## config.mk

```make
export PLATFORM = sky130hd
export DESIGN_NAME = nec_tx_sched
export DESIGN_NICKNAME = d
export VERILOG_FILES = /design/src/rtl/nec_tx_sched.sv
export SDC_FILE = /design/constraint.sdc
export NUM_CORES = 1
export LEC_CHECK = 0
export ABC_AREA = 1
export BUFFER_PORTS_ARGS = -buffer_cell sky130_fd_sc_hd__buf_2
export CORE_UTILIZATION = 30
export CTS_CLUSTER_DIAMETER = 120
export DETAILED_ROUTE_END_ITERATION = 12
export GPL_TIMING_DRIVEN = 1
export REMOVE_ABC_BUFFERS = 1
export SYNTH_ARGS = -nofsm -noshare
export SYNTH_HDL_FRONTEND = slang
export SYNTH_SLANG_ARGS = --single-unit
```

## constraint.sdc

```tcl
create_clock -name sys_clk -period 3.22 [get_ports sys_clk]
set_clock_uncertainty 0.05 [all_clocks]
set_input_delay 0 -clock sys_clk [delete_from_list [all_inputs] [get_ports sys_clk]]
set_output_delay 0 -clock sys_clk [all_outputs]
set_load 0.01 [all_outputs]
```

## src/rtl/nec_tx_sched.sv

```systemverilog
// nec_tx_sched: sits between the NEC IR decoder and the UART transmitter.
// It queues decoded key codes in a small FIFO and converts held-button repeat
// frames into rate-limited re-sends of the last key. The TX FSM sends the FIFO
// contents to the UART one byte at a time.
//
// Optional build macro: NEC_TX_SCHED_ASCII_HEX_EN
//   Defined:   each popped byte is sent as two uppercase ASCII hex digits
//              followed by 0x0A.
//   Undefined: each popped byte is sent raw as a single UART byte.
//
// UART handshake: uart_tx_start is a one-cycle request. uart_tx_data is valid
// from that cycle until uart_tx_busy falls. The UART acknowledges the request
// by raising uart_tx_busy and signals completion by dropping it. A new start
// is issued only while uart_tx_busy is low.
module nec_tx_sched #(
    parameter int CLK_FREQ       = 50_000_000,
    parameter int FIFO_DEPTH     = 8,
    parameter int REPEAT_DIV     = 2,
    parameter int KEY_TIMEOUT_MS = 120
) (
    input  logic                          sys_clk,
    input  logic                          sys_rst_n,
    input  logic [7:0]                    key_data,
    input  logic                          key_en,
    input  logic                          repeat_en,
    input  logic                          uart_tx_busy,
    input  logic                          ovf_clr,
    output logic [7:0]                    uart_tx_data,
    output logic                          uart_tx_start,
    output logic [$clog2(FIFO_DEPTH):0]   fifo_level,
    output logic                          ovf_flag
);

    localparam int AW        = $clog2(FIFO_DEPTH);
    localparam int LW        = AW + 1;
    localparam int TO_CYCLES = CLK_FREQ / 1000 * KEY_TIMEOUT_MS;
    localparam int TW        = $clog2(TO_CYCLES + 1);
    localparam int RW        = $clog2(REPEAT_DIV + 1);

    typedef enum logic [1:0] {
        S_IDLE      = 2'd0,
        S_START     = 2'd1,
        S_WAIT_ACK  = 2'd2,
        S_WAIT_DONE = 2'd3
    } state_t;

    state_t          state;
    logic [2:0]      key_sync;
    logic [2:0]      rpt_sync;
    logic            key_evt;
    logic            rpt_evt;
    logic            rpt_take;
    logic            push;
    logic            push_ok;
    logic            pop;
    logic            overflow;
    logic            fifo_empty;
    logic            fifo_full;
    logic [7:0]      push_data;
    logic [7:0]      last_key;
    logic            last_valid;
    logic [RW-1:0]   rpt_cnt;
    logic [TW-1:0]   key_tmr;
    logic [7:0]      mem [FIFO_DEPTH];
    logic [AW-1:0]   wr_ptr;
    logic [AW-1:0]   rd_ptr;
    logic [1:0]      ack_cnt;
`ifdef NEC_TX_SCHED_ASCII_HEX_EN
    logic [7:0]      cur_byte;
    logic [1:0]      char_idx;

    // Uppercase ASCII hex digit for one nibble.
    function automatic logic [7:0] hex_char(input logic [3:0] n);
        return (n < 4'd10) ? (8'h30 + {4'h0, n}) : (8'h37 + {4'h0, n});
    endfunction
`endif

    // Two-flop synchronisers plus one history flop for rising-edge detection.
    always_ff @(posedge sys_clk or negedge sys_rst_n) begin
        if (!sys_rst_n) begin
            key_sync <= '0;
            rpt_sync <= '0;
        end else begin
            key_sync <= {key_sync[1:0], key_en};
            rpt_sync <= {rpt_sync[1:0], repeat_en};
        end
    end

    assign key_evt = key_sync[1] & ~key_sync[2];
    assign rpt_evt = rpt_sync[1] & ~rpt_sync[2];

    // Choose what, if anything, is pushed. A key event takes priority over a
    // repeat event in the same cycle.
    always_comb begin
        rpt_take  = rpt_evt & ~key_evt & last_valid;
        push      = 1'b0;
        push_data = key_data;
        if (key_evt) begin
            push = 1'b1;
        end else if (rpt_take && rpt_cnt == RW'(REPEAT_DIV - 1)) begin
            push      = 1'b1;
            push_data = last_key;
        end
    end

    // Last-key tracking, repeat divider, and validity timeout.
    always_ff @(posedge sys_clk or negedge sys_rst_n) begin
        if (!sys_rst_n) begin
            last_key   <= '0;
            last_valid <= 1'b0;
            rpt_cnt    <= '0;
            key_tmr    <= '0;
        end else if (key_evt) begin
            last_key   <= key_data;
            last_valid <= 1'b1;
            rpt_cnt    <= '0;
            key_tmr    <= TW'(TO_CYCLES);
        end else if (rpt_take) begin
            key_tmr <= TW'(TO_CYCLES);
            if (rpt_cnt == RW'(REPEAT_DIV - 1))
                rpt_cnt <= '0;
            else
                rpt_cnt <= rpt_cnt + RW'(1);
        end else if (key_tmr != '0) begin
            key_tmr <= key_tmr - TW'(1);
            if (key_tmr == TW'(1)) begin
                last_valid <= 1'b0;
                rpt_cnt    <= '0;
            end
        end
    end

    assign fifo_empty = (fifo_level == '0);
    assign fifo_full  = (fifo_level == LW'(FIFO_DEPTH));
    assign pop        = (state == S_IDLE) && !fifo_empty && !uart_tx_busy;
    assign push_ok    = push && (!fifo_full || pop);
    assign overflow   = push && fifo_full && !pop;

    // FIFO storage. When the FIFO is full, a push is accepted only together
    // with a pop of the same slot. The pop reads the old value on that edge.
    always_ff @(posedge sys_clk) begin
        if (push_ok)
            mem[wr_ptr] <= push_data;
    end

    // FIFO pointers, occupancy, and the sticky overflow flag.
    always_ff @(posedge sys_clk or negedge sys_rst_n) begin
        if (!sys_rst_n) begin
            wr_ptr     <= '0;
            rd_ptr     <= '0;
            fifo_level <= '0;
            ovf_flag   <= 1'b0;
        end else begin
            if (push_ok)
                wr_ptr <= wr_ptr + AW'(1);
            if (pop)
                rd_ptr <= rd_ptr + AW'(1);
            if (push_ok && !pop)
                fifo_level <= fifo_level + LW'(1);
            else if (pop && !push_ok)
                fifo_level <= fifo_level - LW'(1);
            if (overflow)
                ovf_flag <= 1'b1;
            else if (ovf_clr)
                ovf_flag <= 1'b0;
        end
    end

    // TX sequencer. uart_tx_start is registered and is high only in S_START.
    always_ff @(posedge sys_clk or negedge sys_rst_n) begin
        if (!sys_rst_n) begin
            state         <= S_IDLE;
            uart_tx_data  <= '0;
            uart_tx_start <= 1'b0;
            ack_cnt       <= '0;
`ifdef NEC_TX_SCHED_ASCII_HEX_EN
            cur_byte      <= '0;
            char_idx      <= '0;
`endif
        end else begin
            uart_tx_start <= 1'b0;
            case (state)
                S_IDLE: begin
                    if (pop) begin
`ifdef NEC_TX_SCHED_ASCII_HEX_EN
                        cur_byte     <= mem[rd_ptr];
                        char_idx     <= '0;
                        uart_tx_data <= hex_char(mem[rd_ptr][7:4]);
`else
                        uart_tx_data <= mem[rd_ptr];
`endif
                        uart_tx_start <= 1'b1;
                        state         <= S_START;
                    end
                end
                S_START: begin
                    ack_cnt <= '0;
                    state   <= S_WAIT_ACK;
                end
                S_WAIT_ACK: begin
                    // If the UART does not acknowledge within four cycles,
                    // the byte is dropped.
                    if (uart_tx_busy)
                        state <= S_WAIT_DONE;
                    else if (ack_cnt == 2'd3)
                        state <= S_IDLE;
                    else
                        ack_cnt <= ack_cnt + 2'd1;
                end
                S_WAIT_DONE: begin
                    if (!uart_tx_busy) begin
`ifdef NEC_TX_SCHED_ASCII_HEX_EN
                        if (char_idx == 2'd2) begin
                            state <= S_IDLE;
                        end else begin
                            char_idx      <= char_idx + 2'd1;
                            uart_tx_data  <= (char_idx == 2'd0) ? hex_char(cur_byte[3:0]) : 8'h0A;
                            uart_tx_start <= 1'b1;
                            state         <= S_START;
                        end
`else
                        state <= S_IDLE;
`endif
                    end
                end
                default: state <= S_IDLE;
            endcase
        end
    end

endmodule
```

# == Word-level counts from Yosys, hierarchy flattened ==
# Memory sizes are Yosys's and may differ from the RTL's. A register that Yosys moved wholly into a read port is not among the register bits.
# Index checks and enable logic that the tools add are counted.
# W data, S select, Z words.
# classes
bitwise,7
muxes,32
eq_ne,13
add_sub_neg,7
n_reduce_logical,30
# ops
cell,count
$mux W23,3
$eq A23 B1 Y1 const B,1
$reduce_bool A23 Y1,1
$sub A23 B1 Y23 const B,1
$mux W2,11
$mux W8,2
$mux W1,12
$ne A2 B2 Y1 const B,5
$reduce_bool A2 Y1,5
$reduce_and A3 Y1,3
$logic_and A1 B1 Y1,8
$mux W4,2
$pmux W2 S4,1
$add A3 B1 Y3 const B,2
$eq A2 B2 Y1 const B,3
$logic_not A1 Y1,6
$reduce_bool A3 Y1,2
$add A2 B1 Y2 const B,2
$add A4 B1 Y4 const B,1
$and A1 B1 Y1,4
$eq A2 B1 Y1 const B,2
$eq A4 B4 Y1 const B,1
$logic_not A4 Y1,1
$pmux W2 S2,1
other kinds (6),9
# word_totals
register_bits,56
n_memories,1
mem_bits_rw,64
out_inout_bits,14
input_bits,14
word_cells,103
# memory_table
memory,depth,word_bits,read_ports,rd_ports_with_merged_regs,wr,line_no,source
mem,8,8,1,1,1,64,logic [7:0] mem [FIFO_DEPTH];

# == Logic depth before layout (Yosys ltp) ==
# depth
ltp_word,13
ltp_mapped,15
ltp_nobuf,15

# == Worst setup path before layout ==
# Ideal clock, no wire load.
# synth_path
path_kind,reg2reg
from,reg fifo_level[0]
to,reg fifo_level[3]
t_required_ps,3054
path_buffers,0
setup_ps,116
path_slack_ps,1006
stages_incl_launch_ff,15
period_less_slack_ps,2214
arrival_ps,2048
path_cell_list,dfrtp_1 -> nor2_1 -> nand2_1 -> nand3_1 -> nand3_1 -> nand2_2 -> clkinv_2 -> ha_1 -> inv_1 -> ha_1 -> a21oi_1 -> nand2_1 -> xor2_1 -> nand2_1 -> nand2_1
# synth_between
elab_chain_cells,9
elab_cells_between_ends,17
classes_between,2 x add/sub; 1 x eq/ne; 2 x mux; 12 x reduce/logical
# synth_rtl
item,line_no,source
start: declaration,30,"output logic [$clog2(FIFO_DEPTH):0] fifo_level,"
start signal: assignment,159,fifo_level <= fifo_level + LW'(1);
start signal: assignment,161,fifo_level <= fifo_level - LW'(1);
$logic_not A4 Y1,133,assign fifo_empty = (fifo_level == '0);
$logic_not A1 Y1,135,assign pop = (state == S_IDLE) && !fifo_empty && !uart_tx_busy;
$logic_and A1 B1 Y1 (2 in series),135,
$logic_or A1 B1 Y1 *,136,assign push_ok = push && (!fifo_full || pop);
$logic_and A1 B1 Y1 *,136,
via push_ok,54,logic push_ok;
$logic_not A1 Y1,160,else if (pop && !push_ok)
$logic_and A1 B1 Y1,160,
$reduce_bool A2 Y1 (no line),--,
# Mark *: on every way through the listed nets, which the timed path passes. The rest lies on a longest branch. The select of a mux whose other input is x is not followed.
# A chain may end at the register's enable or synchronous reset.

# == Worst setup path after layout ==
# layout_path
from,reg key_sync[1]
to,reg fifo_level[3]
# layout_between
elab_chain_cells,11
elab_cells_between_ends,13
classes_between,3 x mux; 4 x bitwise; 6 x reduce/logical
# layout_rtl
item,line_no,source
start: declaration,48,logic [2:0] key_sync;
start signal: assignment,84,"key_sync <= {key_sync[1:0], key_en};"
$and A1 B1 Y1 *,89,assign key_evt = key_sync[1] & ~key_sync[2];
$not A1 Y1,95,rpt_take = rpt_evt & ~key_evt & last_valid;
$and A1 B1 Y1 (2 in series),95,
$logic_and A1 B1 Y1,100,end else if (rpt_take && rpt_cnt == RW'(REPEAT_DIV - 1)) begin
$mux W1,100,
$mux W1 *,98,if (key_evt) begin
$logic_and A1 B1 Y1 *,136,
via push_ok,54,
$logic_not A1 Y1,160,
$logic_and A1 B1 Y1,160,
$reduce_bool A2 Y1 (no line),--,
# Mark *: on every way through the listed nets, which the timed path passes. The rest lies on a longest branch.

==> summary.txt <==
Outcome
  • Status: completed

Drt
  • Initial DRC count: 209
  • Drt wl/cell: 12.8 um
  • ANT nets after route: 0
  • Drt pass-1 iters: 4
  • Final WL: 11,800 um
  • Via count: 4,039
  • Drt via density: 4.36
  • DRC: 0

Logic synthesis
  • Library cells used by synthesis: 37
  • Syn Area/Cell: 9.67 um2
  • Ys flop type: edfxtp_1
  • Post-synth top area share: 32.8%
  • Yosys warnings: 0
  • Xor and xnor fraction of the mapped netlist area: 1.05%
  • Post-synth ARST share: 50.0%
  • Area fraction in compound gates after synthesis: 9.18%
  • Yosys top cell by area: edfxtp_1
  • Synthesized area: 0.00586 mm2
  • Sequential-to-total area share from yosys stat: 60.1%
  • Synth Instances: 606
  • Post-synthesis mux area share: 0%
  • Yosys reg bits: 128
  • Simple-gate share of the synthesized area: 22.4%
  • EDFF count, synth: 64
  • Adder-cell share of the synthesized area: 2.05%
  • Largest family of logic cells by synthesized area: simple AND/OR/NAND/NOR gates
  • Top post-synthesis cells by area: edfxtp_1 33%, dfrtp_1 27%, nand2_1 7.4%

Setup path
  • Critical Path Start Type: flop
  • Crit path DAT: 2620 ps
  • Crit Path Max Fanout: 17
  • CP required: 3470 ps
  • Crit Path Category: flop to flop
  • Crit path capture type: flop

Finish
  • Most frequent cells in the layout: 116 x nand2_1, 107 x nor2_1, 64 x dfrtp_1, 64 x edfxtp_1, 51 x inv_1
  • Multi-input logic area: 0.00203 mm2
  • Leading cell type in the layout, fill and taps excluded: nand2_1
  • Share of layout cells above drive strength 1: 15.3%
  • Final net count: 676
  • Post-route insts no fill: 926
  • Register Area: 0.00352 mm2
  • Ant diodes: 0
  • Area Overhead vs Synth: 18.7%
  • Fill cells: 1,892

Clocking
  • Worst-path clk slew: 60 ps
  • Worst-case clock buffer depth: 2
  • Hold_buf cts: 13
  • Post-CTS setup buffer count: 0
  • CTS sink cnt: 128
  • Post_cts resized: 0
  • Root Driver: clkbuf_16
  • CTS tree: done
  • H-Tree Depth: 4
  • Clock Latency Late Sink: 420 ps
  • TritonCTS Buffers: 17

STA
  • Worst slew pin tran: 909 ps
  • Fmax: 0.423 GHz
  • Unrepaired setup endpoints after global routing: false
  • Slew HR: 39.4%
  • Final period utilization: 73.4%
  • Final hold vios: 0
  • Slew Viols, Final: 0
  • Setup TNS: 0 ps
  • Final setup fails: 0
  • Hold Slack: 172 ps
  • Final min period: 2360 ps

Die
  • Die X: 142 um
  • Core Region: 0.0190 mm2
  • Die height: 142 um
  • Starting Density: 30.9%
  • Die ar.: 0.0201 mm2
  • Rows: 50
  • I/O pin count: 28

Hold path
  • HP Class: input pin to flop

Power and ir drop
  • Overall power: 5.46 mW
  • LEAKAGE: 2.91 nW
  • Worst ir drop on vdd: 0.482 mV
  • Pwr Density: 785 mW/mm2

Global route
  • GR Overflow Total: 0
  • Vias in the first global route: 3,918
  • Initial antenna violation count: 0
  • Total Routing Usage GR: 12.9%
  • Global-route wire length before repair: 19,800 um
  • Pin count of the biggest net entering global routing: 41

Placed design
  • PortBufs: 27
  • Placed cells: 881
  • HPWL after DPL: 8110 um
  • Placer Congestion: 0.807

Job
  • Max-cap viol count: 0
-- where the power goes --
group	internal (mW)	leakage, nW	switching, mW
Sequential	2.00	1.34	0.230
Clock	1.04	0.271	0.744
Combinational	0.523	1.30	0.933
-- critical path, cell delays in order, from the launching register on --
cell and delay (ps):
dfrtp_1 380, inv_1 90, nor2_4 60, nor2_4 140, nand3_4 180, nand2_2 130
nand2_2 80, clkinv_2 90, ha_1 180, inv_1 90, ha_1 320, a21oi_1 150
nand2_1 80, xor2_1 140, nand2_1 60, nand2_1 40
-- logic make-up after synthesis --
group	after synthesis
AOI/OAI and AO/OA	96
xor gates and xnor gates	7
DFF	128
buffers and inverters	75
adders and majority gates	9
and+or+nand+nor	291
-- routing by layer --
layer  up-vias  wire length, um  GRT usage [%]
met4         0              153           4.58
li1       2109                -              -
met3         9              410           3.14
met1      1858             5880           17.6
met2        63             5370           19.9
met5         -                0              0
-- metrics by stage --
step	utilization [%]	cell area [um2]	setup WS (ps)
after floorplan	-	5770	771
after global placement	33.1	6270	866
after detailed placement	33.1	6270	829
after CTS	36.7	6960	829
after global routing	36.7	6960	595
final	36.7	6960	857
-- registers in the layout (all words and copies together), names as in the netlist, 4 cells and up --
name	flops
last_key	8
mem	64
uart_tx_data	8
fifo_level	4
key_tmr	23
-- cell type report --
cell class,count,share of cell area [%]
tap,260,4.67
timing repair buffer,45,4.35
inverter,58,3.15
clock buffer,19,6.51
multi-input combinational,403,29.2
sequential,128,50.6
clock inverter,13,1.49
-- worst paths after layout --
| check | startpoint | end | slack, ps | depth (start not counted) |
|---|---|---|---|---|
| max | key_sync[1] | fifo_level[3] | 860 | 15 |
| min | repeat_en | rpt_sync[0] | 170 | 2 |
| max reg2reg | key_sync[1] | fifo_level[3] | 860 | 15 |
| min reg2reg | rpt_sync[0] | rpt_sync[1] | 300 | 0 |
| max in group asynchronous | sys_rst_n | uart_tx_data[5] | 2040 | 3 |
| min in group asynchronous | sys_rst_n | key_tmr[21] | 200 | 2 |
-- cells in the mapped netlist (2+ instances only) --
cell,n
inv_1,51
nand3_4,2
clkbuf_1,3
dfrtp_1,64
o21ai_1,7
nand2_1,116
xnor2_1,5
o211ai_1,18
nor2_2,11
o21ai_0,45
a21oi_1,20
nand4_1,5
nor3_1,5
nand3_1,24
nand4_2,2
nand3b_1,2
nor2_1,107
edfxtp_1,64
o22ai_1,2
xor2_1,2
inv_2,5
nand2_2,9
ha_1,8
buf_2,11
nor2_4,6
Note: power is estimated with default switching activity, not from simulation.
